[config.mk]
export PLATFORM = sky130hd
export DESIGN_NAME = wordboard_seq
export DESIGN_NICKNAME = d
export VERILOG_FILES = /design/src/rtl/wordboard_seq_pkg.sv /design/src/rtl/wordboard_seq_debounce.sv /design/src/rtl/wordboard_seq.sv
export SDC_FILE = /design/constraint.sdc
export NUM_CORES = 1
export LEC_CHECK = 0
export CAP_MARGIN = 20
export CORE_ASPECT_RATIO = 2
export CORE_MARGIN = 2
export CORE_UTILIZATION = 58
export DETAILED_ROUTE_END_ITERATION = 10
export PLACE_DENSITY = 0.76
export SYNTH_ARGS = -nofsm -noshare
export SYNTH_HDL_FRONTEND = slang
export SYNTH_SLANG_ARGS = --single-unit
export TNS_END_PERCENT = 20
[constraint.sdc]
create_clock -name sysclk -period 5.9 [get_ports sysclk]
set_input_delay 0.885 -clock sysclk [delete_from_list [all_inputs] [get_ports sysclk]]
set_output_delay 0.885 -clock sysclk [all_outputs]
set_load 0.02 [all_outputs]
[src/rtl/wordboard_seq_pkg.sv]
// Shared constants for the word-board serial player: FSM state encoding and frame line levels.
package wordboard_seq_pkg;

   localparam logic [1:0] ST_IDLE  = 2'd0;
   localparam logic [1:0] ST_START = 2'd1;
   localparam logic [1:0] ST_DATA  = 2'd2;
   localparam logic [1:0] ST_STOP  = 2'd3;

   localparam logic START_BIT = 1'b1;
   localparam logic STOP_BIT  = 1'b0;

endpackage

[src/rtl/wordboard_seq_debounce.sv]
// Button debouncer: two-flop synchronizer, stability counter, one-clock pulse on clean 0->1.
module debounce #(
   parameter int DEB_CYCLES = 50000
) (
   input  logic sysclk,
   input  logic reset,
   input  logic raw_i,
   output logic level_o,
   output logic press_o
);

   localparam int CNT_W = $clog2(DEB_CYCLES + 1);

   logic [1:0]       sync_q;
   logic [CNT_W-1:0] cnt_q, cnt_d;
   logic             level_q, level_d;
   logic             press_q, press_d;

   // Any sample that agrees with the clean level restarts the stability window.
   always_comb begin
      cnt_d   = '0;
      level_d = level_q;
      press_d = 1'b0;
      if (sync_q[1] != level_q) begin
         if (cnt_q == CNT_W'(DEB_CYCLES - 1)) begin
            level_d = sync_q[1];
            press_d = sync_q[1];
         end else begin
            cnt_d = cnt_q + CNT_W'(1);
         end
      end
   end

   always_ff @(posedge sysclk) begin
      if (reset) begin
         sync_q  <= '0;
         cnt_q   <= '0;
         level_q <= 1'b0;
         press_q <= 1'b0;
      end else begin
         sync_q  <= {sync_q[0], raw_i};
         cnt_q   <= cnt_d;
         level_q <= level_d;
         press_q <= press_d;
      end
   end

   assign level_o = level_q;
   assign press_o = press_q;

endmodule

[src/rtl/wordboard_seq.sv]
// Word buffer filled from switches, played back as serial frames (start, data MSB-first, stop).
module wordboard_seq
   import wordboard_seq_pkg::*;
#(
   parameter int SW_W       = 4,
   parameter int DEPTH      = 8,
   parameter int DEB_CYCLES = 50000,
   parameter int BIT_CYCLES = 2500000
) (
   input  logic                     sysclk,
   input  logic                     reset,
   input  logic [SW_W-1:0]          sw,
   input  logic                     btn_write,
   input  logic                     btn_auto,
   input  logic                     btn_clear,
   input  logic                     loop,
   output logic                     out,
   output logic [$clog2(DEPTH):0]   count,
   output logic                     busy,
   output logic                     full
);

   localparam int CW = $clog2(DEPTH) + 1;
   localparam int IW = $clog2(DEPTH);
   localparam int BW = $clog2(BIT_CYCLES + 1);
   localparam int DW = $clog2(SW_W + 1);

   logic [2:0] btn_raw, btn_pulse, btn_level_unused;
   logic       wr_p, auto_p, clr_p;

   assign btn_raw = {btn_clear, btn_auto, btn_write};

   for (genvar b = 0; b < 3; b++) begin : g_deb
      debounce #(.DEB_CYCLES(DEB_CYCLES)) u_deb (
         .sysclk  (sysclk),
         .reset   (reset),
         .raw_i   (btn_raw[b]),
         .level_o (btn_level_unused[b]),
         .press_o (btn_pulse[b])
      );
   end

   assign {clr_p, auto_p, wr_p} = btn_pulse;

   logic [SW_W-1:0] mem_q [DEPTH];
   logic [CW-1:0]   count_q, count_d;
   logic [IW-1:0]   rd_q, rd_d;
   logic [BW-1:0]   bcnt_q, bcnt_d;
   logic [DW-1:0]   bidx_q, bidx_d;
   logic [1:0]      state_q, state_d;
   logic            out_q, out_d;
   logic            wr_ok, bit_end;
   logic [SW_W-1:0] rd_word;

   assign full    = (count_q == CW'(DEPTH));
   assign wr_ok   = wr_p && !full;
   assign bit_end = (bcnt_q == BW'(BIT_CYCLES - 1));

   always_comb begin
      count_d = count_q;
      if (clr_p && state_q == ST_IDLE) count_d = '0;
      else if (wr_ok)                  count_d = count_q + CW'(1);
   end

   // Auto start looks at count_d so a write landing on the same clock counts.
   always_comb begin
      state_d = state_q;
      rd_d    = rd_q;
      bidx_d  = bidx_q;
      bcnt_d  = bit_end ? '0 : bcnt_q + BW'(1);
      case (state_q)
         ST_IDLE: begin
            bcnt_d = '0;
            if (auto_p && count_d != '0) begin
               state_d = ST_START;
               rd_d    = '0;
               bidx_d  = '0;
            end
         end
         ST_START: if (bit_end) begin
            state_d = ST_DATA;
            bidx_d  = '0;
         end
         ST_DATA: if (bit_end) begin
            if (bidx_q == DW'(SW_W - 1)) state_d = ST_STOP;
            else                         bidx_d  = bidx_q + DW'(1);
         end
         default: if (bit_end) begin
            if (CW'(rd_q) + CW'(1) < count_q) begin
               rd_d    = rd_q + IW'(1);
               state_d = ST_START;
            end else if (loop) begin
               rd_d    = '0;
               state_d = ST_START;
            end else begin
               state_d = ST_IDLE;
            end
         end
      endcase
      if (auto_p && state_q != ST_IDLE) begin
         state_d = ST_IDLE;
         bcnt_d  = '0;
      end
   end

   assign rd_word = mem_q[rd_d];

   always_comb begin
      case (state_d)
         ST_START: out_d = START_BIT;
         ST_DATA:  out_d = rd_word[DW'(SW_W - 1) - bidx_d];
         default:  out_d = STOP_BIT;
      endcase
   end

   always_ff @(posedge sysclk) begin
      if (wr_ok && !(clr_p && state_q == ST_IDLE)) mem_q[count_q[IW-1:0]] <= sw;
   end

   always_ff @(posedge sysclk) begin
      if (reset) begin
         state_q <= ST_IDLE;
         count_q <= '0;
         rd_q    <= '0;
         bcnt_q  <= '0;
         bidx_q  <= '0;
         out_q   <= STOP_BIT;
      end else begin
         state_q <= state_d;
         count_q <= count_d;
         rd_q    <= rd_d;
         bcnt_q  <= bcnt_d;
         bidx_q  <= bidx_d;
         out_q   <= out_d;
      end
   end

   assign out   = out_q;
   assign count = count_q;
   assign busy  = (state_q != ST_IDLE);

endmodule

After elaboration in Yosys (flattened, before gate mapping)
Memories as Yosys holds them, arrays and structs flattened.
Index checks and enable logic that the tools add are counted.
{"block": "totals", "out_inout_bits": 7, "mem_count": 1, "input_bits": 10, "ramBits": 32, "ff_bits": 95}
{"memory": "mem_q", "depth": 8, "width": 4, "read_ports": 1, "rd_ports_with_merged_regs": 0, "write_ports": 1, "line_no": "wordboard_seq.sv:45", "text": "logic [SW_W-1:0] mem_q [DEPTH];"}
{"block": "op_classes", "n_bitwise": 6, "reduce_logical": 21, "mux": 26, "n_eq_ne": 13, "n_addsub": 9, "n_lt_le_gt_ge": 2}
{"op": "$add A16 B1 Y16 const B", "n": 3}
{"op": "$eq A16 B16 Y1 const B", "n": 3}
{"op": "$mux W3", "n": 8}
{"op": "$add A22 B1 Y22 const B", "n": 1}
{"op": "$eq A22 B22 Y1 const B", "n": 1}
{"op": "$reduce_or A3 Y1", "n": 6}
{"op": "$mux W2", "n": 6}
{"op": "$pmux W3 S3", "n": 1}
{"op": "$mux W4", "n": 2}
{"op": "$add A3 B1 Y3 const B", "n": 2}
{"op": "$not A1 Y1", "n": 6}
{"op": "$pmux W2 S3", "n": 1}
{"op": "$pmux W3 S2", "n": 1}
{"op": "$reduce_and A2 Y1", "n": 3}
{"op": "$logic_and A1 B1 Y1", "n": 5}
{"op": "$mux W1", "n": 5}
{"op": "$add A3 B1 Y4 const B", "n": 1}
{"op": "$add A4 B1 Y4 const B", "n": 1}
{"op": "$eq A2 B1 Y1 const B", "n": 2}
{"op": "$eq A2 B2 Y1 const B", "n": 2}
{"op": "$eq A4 B4 Y1 const B", "n": 1}
{"op": "$lt A4 B4 Y1", "n": 1}
{"op": "$reduce_bool A4 Y1", "n": 1}
{"op": "$reduce_or A4 Y1", "n": 1}
{"op": "other kinds (10)", "n": 13}

Longest topological paths before layout
Gate-level depths: netlist (run 1).
{"block": "depth", "depth_word": 13, "depth_mapped": 16}

Cells and area by module
Synthesis (run 1) repeated with hierarchy kept, for this count alone.
{"block": "unflattened", "cells_unflattened": 615, "area_unflattened_um2": 5964.5}
{"mod": "wordboard_seq", "area_per_inst_um2": 3457.1, "cells_per_inst": 348, "instances": 1}
{"mod": "debounce", "area_per_inst_um2": 835.8, "cells_per_inst": 89, "instances": 3}

Worst setup path after synthesis (run 1)
No wires, ideal clock.
{"block": "synth_path", "kind": "reg-to-reg", "startpoint": "register count_q[1] (netlist: count[1])", "endpoint": "register out_q (netlist: out)", "setup_time_ns": 0.119, "slack_ns": 2.869, "stages_incl_launch_ff": 16, "arrival_ns": 2.912, "required_ns": 5.781, "path_cell_list": "dfxtp_1 buf_2 inv_1 ha_1 or3_1 o221ai_1 a31oi_1 a31oi_1 and3_1 buf_6 buf_6 mux2i_1 mux2i_1 mux2_2 o22ai_2 o31ai_1"}
{"block": "synth_via", "elab_chain_len": 13, "elab_cells_between_ends": 27, "classes_between": "2 x add/sub; 1 x order compare; 3 x eq/ne; 16 x mux; 4 x reduce/logical; 1 x memory"}
{"item": "start: declaration", "line_no": "wordboard_seq.sv:46", "text": "logic [CW-1:0] count_q, count_d;"}
{"item": "start signal: assignment", "line_no": "wordboard_seq.sv:130", "text": "count_q <= count_d;"}
{"item": "branches (longest 12 deep; another with $add A4 B1 Y4)"}
{"item": "$pmux W1 S2 *", "line_no": "wordboard_seq.sv:109", "text": "case (state_d)"}
{"item": "end signal: assignment", "line_no": "wordboard_seq.sv:134", "text": "out_q <= out_d;"}
{"item": "end: declaration", "line_no": "wordboard_seq.sv:51", "text": "logic out_q, out_d;"}
Every way passes the cells marked *. The select of a mux whose other input is x is not followed.
A chain may end at the register's enable or synchronous reset.

Worst setup path after layout (run 1)
{"block": "layout_path", "startpoint": "register rd_q[0]", "endpoint": "register out_q (netlist: out)"}
{"block": "layout_via", "elab_chain_len": 9, "elab_cells_between_ends": 18, "classes_between": "2 x add/sub; 1 x order compare; 2 x eq/ne; 12 x mux; 1 x memory"}
{"item": "start: declaration", "line_no": "wordboard_seq.sv:47", "text": "logic [IW-1:0] rd_q, rd_d;"}
{"item": "start signal: assignment", "line_no": "wordboard_seq.sv:131", "text": "rd_q <= rd_d;"}
{"item": "$add A3 B1 Y4", "line_no": "wordboard_seq.sv:89", "text": "if (CW'(rd_q) + CW'(1) < count_q) begin"}
{"item": "$lt A4 B4 Y1", "line_no": "wordboard_seq.sv:89"}
{"item": "$mux W3", "line_no": "wordboard_seq.sv:89"}
{"item": "$mux W3", "line_no": "wordboard_seq.sv:88", "text": "default: if (bit_end) begin"}
{"item": "$pmux W3 S2", "line_no": "wordboard_seq.sv:71", "text": "case (state_q)"}
{"item": "$mem_v2 Z8 W4"}
{"item": "$bmux W1 S2", "line_no": "wordboard_seq.sv:111", "text": "ST_DATA: out_d = rd_word[DW'(SW_W - 1) - bidx_d];"}
{"item": "$mux W1 (implied by the code)", "line_no": "wordboard_seq.sv:111"}
{"item": "$pmux W1 S2 *", "line_no": "wordboard_seq.sv:109"}
Every way passes the cells marked *; elsewhere a longest branch is shown, timed or not. The select of a mux whose other input is x is not followed.

==> flow_summary.toml, run 1 <==
[critical_path]
r2r_setup_slack_ps = 2080
r2r_cells = 13
path_cells = "ha_1 -> xor2_1 -> ha_1 -> or3_1 -> o221ai_1 -> a31oi_1 -> a31oi_1 -> and3_1 -> mux2i_1 -> mux2i_1 -> mux2_2 -> o22ai_2 -> o31ai_1"
cp_slowest_stage_delay_ps = 830
cp.arrival_ps = 4130
cp_num_buf_inv = 0
cp-start-kind = "flip-flop"
crit_family = "simple AND/OR/NAND/NOR gates"
path_class = "reg2reg"
crit_path_end_kind = "flip-flop"
worst_path_max_delay_cell = "and3_1"
cp_max_fo = 17
r2r-end = "out"
cp.required_ps = 6210
reg2reg_from = "rd_q[0]"

[grt]
grt_use_total_pct = 22.4
grt_max_degree = 28
grt_pass1_vias = 4153
antenna_found_initial = 0
grt_first_pass_wirelength_mm = 18.2
grt.overflow.total = 0

[yosys]
ys_warn_count = 0
synth_cells = 590
synth-seq-cells = 127
synth_edf_count = 32
synth_area_sq_um = 5750
ys.flop_type = "dfxtp_1"
synth_seq_area_share_pct = 49.8
synth-async-reset-ratio_pct = 0
postSynthAreaPerCell_sq_um = 9.74
yosysUniqueCellTypes = 51
synth_fp_nets = 619

[die]
dieArea_sq_um = 10800
boundaryPins = 17
row_count = 51
core_sq_um = 9700
die_x_um = 74.4
start_util_pct = 59.2
die_h_um = 145

[timing]
relSlewSlack_pct = 33.3
slew_violations = 0
tns_ps = 0
tightestPinTransition_ps = 992
layout_worst_path_cycle_share_pct = 64.8
hold_violations = 0
rsz0062_at_grt = "no"
min_period_ps = 3820
fmax_mhz = 262
skew_ps = 5.82
setup-violations-final = 0

[cts]
clock-sinks = 127
root_buffer = "clkbuf_16"
clk_path_buf_depth = 2
clk_pin_slew_ps = 50
htree_levels = 4
clock_latency_ps = 420
hold_buffers = 0
cts_setup_buffers = 0
cts_tree = "done"
cts_buffers = 17
post_cts_resized = 0

[route]
wl_per_cell_um = 14.6
drcViolationCount = 0
dr.first_iter.drc_count = 216
num_vias = 4197
viasPerCell = 5.57
wirelength_mm = 11.0
drtAntennaViolNets = 0
drt-pass1-iter-count = 5

[min_path]
hold_end = "g_deb[2].u_deb.cnt_q[0]"
hold_start = "g_deb[2].u_deb.cnt_q[0]"
hp-class = "reg2reg"
min_path_cells = 1

[placed_design]
dp_hpwl_mm = 7.72
portBuffers = 16
place_congestion = 0.867

[power_and_ir_drop]
p_per_area_nw_per_um2 = 300
power.leakage_uw = 0.00236
vdd_drop_max_mv = 0.236
power_uw = 1970

[cells_and_area]
final_nets = 638
diodes = 0
area_growth_pct = 14.3
drive_gt1_share_pct = 5.47

[job]
max_cap_violations = 0

[outcome]
status = "finished clean"
[registers in the layout (all words and copies together) (netlist names)]
signal / cells
count: 4
out: 1
g_deb.u_deb.level_o: 3
bidx_q: 3
g_deb.u_deb.cnt_q: 48
rd_q: 3
mem_q: 32
state_q: 2
g_deb.u_deb.press_o: 3
bcnt_q: 22
g_deb.u_deb.sync_q: 6
[metrics by stage]
step	util, %	hold slack, ps	setup slack [ps]	area [sq um]	cells
floorplan	-	413	2870	5750	590
global placement	61.7	417	2320	5990	722
detailed placement	61.7	434	2150	5990	722
CTS	67.7	449	2110	6570	754
global route	67.7	464	1920	6570	754
finish	67.7	445	2080	6570	754
[cells by family (layout without fill, tap and decap cells)]
group	after synthesis	count (layout)	synth area share [%]
and+or+nand+nor	264	264	22.6
buffers and inverters	35	67	2.77
DFF	127	127	49.8
muxes	32	32	5.62
xor gates and xnor gates	60	60	9.15
adders and majority gates	19	19	4.14
AOI/OAI and AO/OA	53	53	5.92
[synth_stat cells, types with 2 or more instances]
master | n | area (sq um)
nand3_1 | 24 | 120
ha_1 | 19 | 238
and3_1 | 18 | 113
mux2_2 | 2 | 22.5
dfxtp_1 | 95 | 1900
or4_1 | 2 | 15.0
nor4b_1 | 5 | 43.8
xor2_1 | 37 | 324
o21a_1 | 2 | 15.0
nor4_1 | 6 | 37.5
o31ai_1 | 2 | 15.0
nor2b_1 | 14 | 87.6
xnor2_1 | 23 | 201
or3_1 | 10 | 62.6
clkbuf_1 | 11 | 41.3
buf_4 | 3 | 22.5
o21ai_1 | 2 | 10.0
inv_1 | 18 | 67.6
a211o_1 | 2 | 17.5
nand4b_1 | 2 | 17.5
a31oi_1 | 3 | 18.8
mux2i_1 | 30 | 300
nand2b_1 | 5 | 31.3
a21oi_1 | 16 | 80.1
nor3_1 | 9 | 45.0
nand4_1 | 14 | 87.6
and2_1 | 3 | 18.8
edfxtp_1 | 32 | 961
nand2_1 | 48 | 180
buf_6 | 2 | 22.5
nor2_1 | 96 | 360
o21ai_0 | 16 | 80.1
[area by class of cell]
cell class / count / area, sq um
fillers: 751 / 3130
flip-flops and latches: 127 / 2860
multi-input cells: 428 / 2720
clock buffers: 18 / 429
repair buffers: 17 / 168
well taps: 132 / 165
clock inverters: 14 / 149
inverters: 18 / 67.6
[where the power goes]
part           switching [uW]  leakage, uW  internal [uW]  total (uW)
sequential               2.20      0.00105            895         898
combinational            27.7      0.00102           24.6        52.3
clock                     369     0.000279            653        1020
[cells in the final DEF (no fill, tap or decap), types with 9 or more instances in the layout]
master	synthesis	routed
xor2_1	37	37
nand2_1	48	48
xnor2_1	23	23
ha_1	19	19
nor3_1	9	9
or3_1	10	10
inv_1	18	18
nor2_1	96	96
nor2b_1	14	14
clkbuf_16	0	17
nand4_1	14	14
o21ai_0	16	16
nand3_1	24	24
and3_1	18	18
mux2i_1	30	30
clkdlybuf4s50_1	0	16
a21oi_1	16	16
dfxtp_1	95	95
edfxtp_1	32	32
[how the worst max path moves through the flow]
stage / startpoint / endpoint / slack, ps / cells after the start
final: rd_q[0] / out / 2080 / 13
after global placement: rd_q[0] / out / 2320 / 13
after floorplan: count[1] / out / 2870 / 15
after CTS: rd_q[0] / out / 2110 / 13
after global routing: rd_q[0] / out / 1920 / 13
after detailed placement: rd_q[0] / out / 2150 / 13
[per-layer routing]
layer	up-vias	global-route usage (%)	part of all wire, %
met5	-	0	0
met4	0	12.3	3.4
met3	31	6.23	3.8
met2	91	39.9	54
met1	1992	22.6	39
li1	2083	-	-
(Power assumes the default switching activity.)
==> inputs of run 2 (changes only) <==
--- a/config.mk
+++ b/config.mk
@@ -8,9 +8,9 @@
 export CAP_MARGIN = 20
 export CORE_ASPECT_RATIO = 2
 export CORE_MARGIN = 2
-export CORE_UTILIZATION = 58
+export CORE_UTILIZATION = 55
 export DETAILED_ROUTE_END_ITERATION = 10
-export PLACE_DENSITY = 0.76
+export PLACE_DENSITY = 0.75
 export SYNTH_ARGS = -nofsm -noshare
 export SYNTH_HDL_FRONTEND = slang
 export SYNTH_SLANG_ARGS = --single-unit
==> constraint.sdc (replaced) <==
create_clock -name sysclk -period 3.35 [get_ports sysclk]
set_input_delay 0.5025 -clock sysclk [delete_from_list [all_inputs] [get_ports sysclk]]
set_output_delay 0.5025 -clock sysclk [all_outputs]
set_load 0.02 [all_outputs]
==> flow_summary.toml, run 2 (synthesized netlist as in run 1, its figures left out) <==
[cells_and_area]
final_nets = 645
multiInputGateArea_sq_um = 2750
diodes = 0
top_register = "g_deb.u_deb.cnt_q"
drive_gt1_share_pct = 8.11
largest_reg_flops = 48
area_growth_pct = 16.3
nFillCells = 836
seqCellArea_sq_um = 2860
final_cells = 764
layout_common_cells = "nor2_1, dfxtp_1, nand2_1"
final_common_cell = "nor2_1"

[power_and_ir_drop]
vdd_drop_max_mv = 0.457
intPower_uw = 2740
seq_power_share_pct = 45.1
power_frac_clock_pct = 51.6
comb_power_share_pct = 3.3
power.switching_uw = 766
power.leakage_uw = 0.00241
p_per_area_nw_per_um2 = 524
power_uw = 3510
swShare_pct = 21.9

[route]
wl_per_cell_um = 15.0
wl_met3_um = 307
drt-pass1-iter-count = 4
wl_met2_mm = 6.43
num_vias = 4239
dr.first_iter.drc_count = 241
drtAntennaViolNets = 0
drcViolationCount = 0
viasPerCell = 5.55
wirelength_mm = 11.4
met1_length_mm = 4.31
routed.top_layer = "met4"

[die]
dieArea_sq_um = 11300
boundaryPins = 17
die_x_um = 76.3
start_util_pct = 56.6
core_sq_um = 10100
row_count = 52
die_h_um = 149

[grt]
grt_use_total_pct = 21.2
grt_max_degree = 27
antenna_found_initial = 0
grt_pass1_vias = 4211
grt.overflow.total = 0
grt_first_pass_wirelength_mm = 18.8

[cts]
root_buffer = "clkbuf_16"
htree_levels = 4
clk_path_buf_depth = 2
cts_tree = "done"
clock-sinks = 127
clock_latency_ps = 420
cts_buffers = 17
clk_pin_slew_ps = 60

[timing]
slew_violations = 0
fmax_mhz = 308
relSlewSlack_pct = 46.8
finalWorstSetupSlack_ps = 99.2
tns_ps = 0
layout_worst_path_cycle_share_pct = 97.0
setup-violations-final = 0
hold_violations = 0
skew_ps = 8.11
tightestPinTransition_ps = 791
min_period_ps = 3250

[critical_path]
cp_num_buf_inv = 1
cp-start-kind = "flip-flop"
path_class = "reg2reg"
cp.arrival_ps = 3560
crit_path_end_kind = "flip-flop"
path_cells = "ha_1 -> xor2_1 -> ha_1 -> or3_1 -> o221ai_2 -> a31oi_1 -> a31oi_1 -> and3_4 -> buf_12 -> mux2i_1 -> mux2i_1 -> mux2_2 -> o22ai_2 -> o31ai_1"
cp_slowest_stage_delay_ps = 400
worst_path_max_delay_cell = "or3_1"
cp_max_fo = 9
cp.required_ps = 3660
crit_family = "compound AO/OA/AOI/OAI gates"

[placed_design]
portBuffers = 16
place_ws_ps = 129
place_congestion = 0.854
dp_hpwl_mm = 8.12
dp.cells = 730

[min_path]
hp-class = "reg2reg"

[outcome]
status = "finished clean"

[job]
max_cap_violations = 0
## run 2: cell count changes in the layout (fill, tap and decap cells not counted), moves of 3 or more
cell      change
clkinv_1      -4
inv_6         +3
clkinv_2      -3
clkinv_4      +4
buf_4         +5
## run 2: power by group through the flow
stage	combinational [uW]	sequential, uW	clock (uW)
floorplan	71.7	1610	0
global placement	98.5	1610	0
detailed placement	101	1610	0
CTS	101	1580	1830
global route	127	1580	1900
finish	117	1580	1810
## run 2: worst register-to-register path: stages (launching register included)
cell and delay, ps:
dfxtp_1 350, ha_1 260, xor2_1 160, ha_1 200, or3_1 400, o221ai_2 250
a31oi_1 130, a31oi_1 180, and3_4 250, buf_12 140, mux2i_1 210, mux2i_1 90
mux2_2 270, o22ai_2 170, o31ai_1 80
## run 2: final timing paths
| kind | start | end | slack (ps) | depth (start not counted) |
|---|---|---|---|---|
| worst min register to register | g_deb[1].u_deb.sync_q[0] | g_deb[1].u_deb.sync_q[1] | 440 | 1 |
| worst max-delay path | rd_q[0] | out | 100 | 14 |
| worst min-delay path | g_deb[1].u_deb.sync_q[0] | g_deb[1].u_deb.sync_q[1] | 440 | 1 |
| worst max register to register | rd_q[0] | out | 100 | 14 |
## run 2: final cells by class
class | instances | area share (%)
flip-flops and latches | 127 | 42.8
clock inverters | 15 | 2.43
multi-input cells | 428 | 41.1
clock buffers | 17 | 6.36
inverters | 18 | 1.01
repair buffers | 24 | 3.74
well taps | 135 | 2.53
## run 2: what timing repair did
action / 4_1_cts / 5_1_grt
endpoints found under the setup margin: 0 / 1
buffers inserted: 0 / 1
hold buffers: 0 / 0
resized for setup: 0 / 6
## run 2: layer usage
layer  global-route usage [%]  vias up
met2                     40.5       82
met4                     11.8        0
met5                        0        -
met3                     4.73       29
li1                         -     2103
met1                     20.5     2025
## run 2: through the flow
stage	instance area [sq um]	util [%]	hold slack, ps
4_1_cts	6630	65.3	443
2_1_floorplan	5750	-	413
3_3_place_gp	6040	59.5	422
5_1_grt	6680	65.9	461
6_report	6680	65.9	437
3_5_place_dp	6040	59.5	429
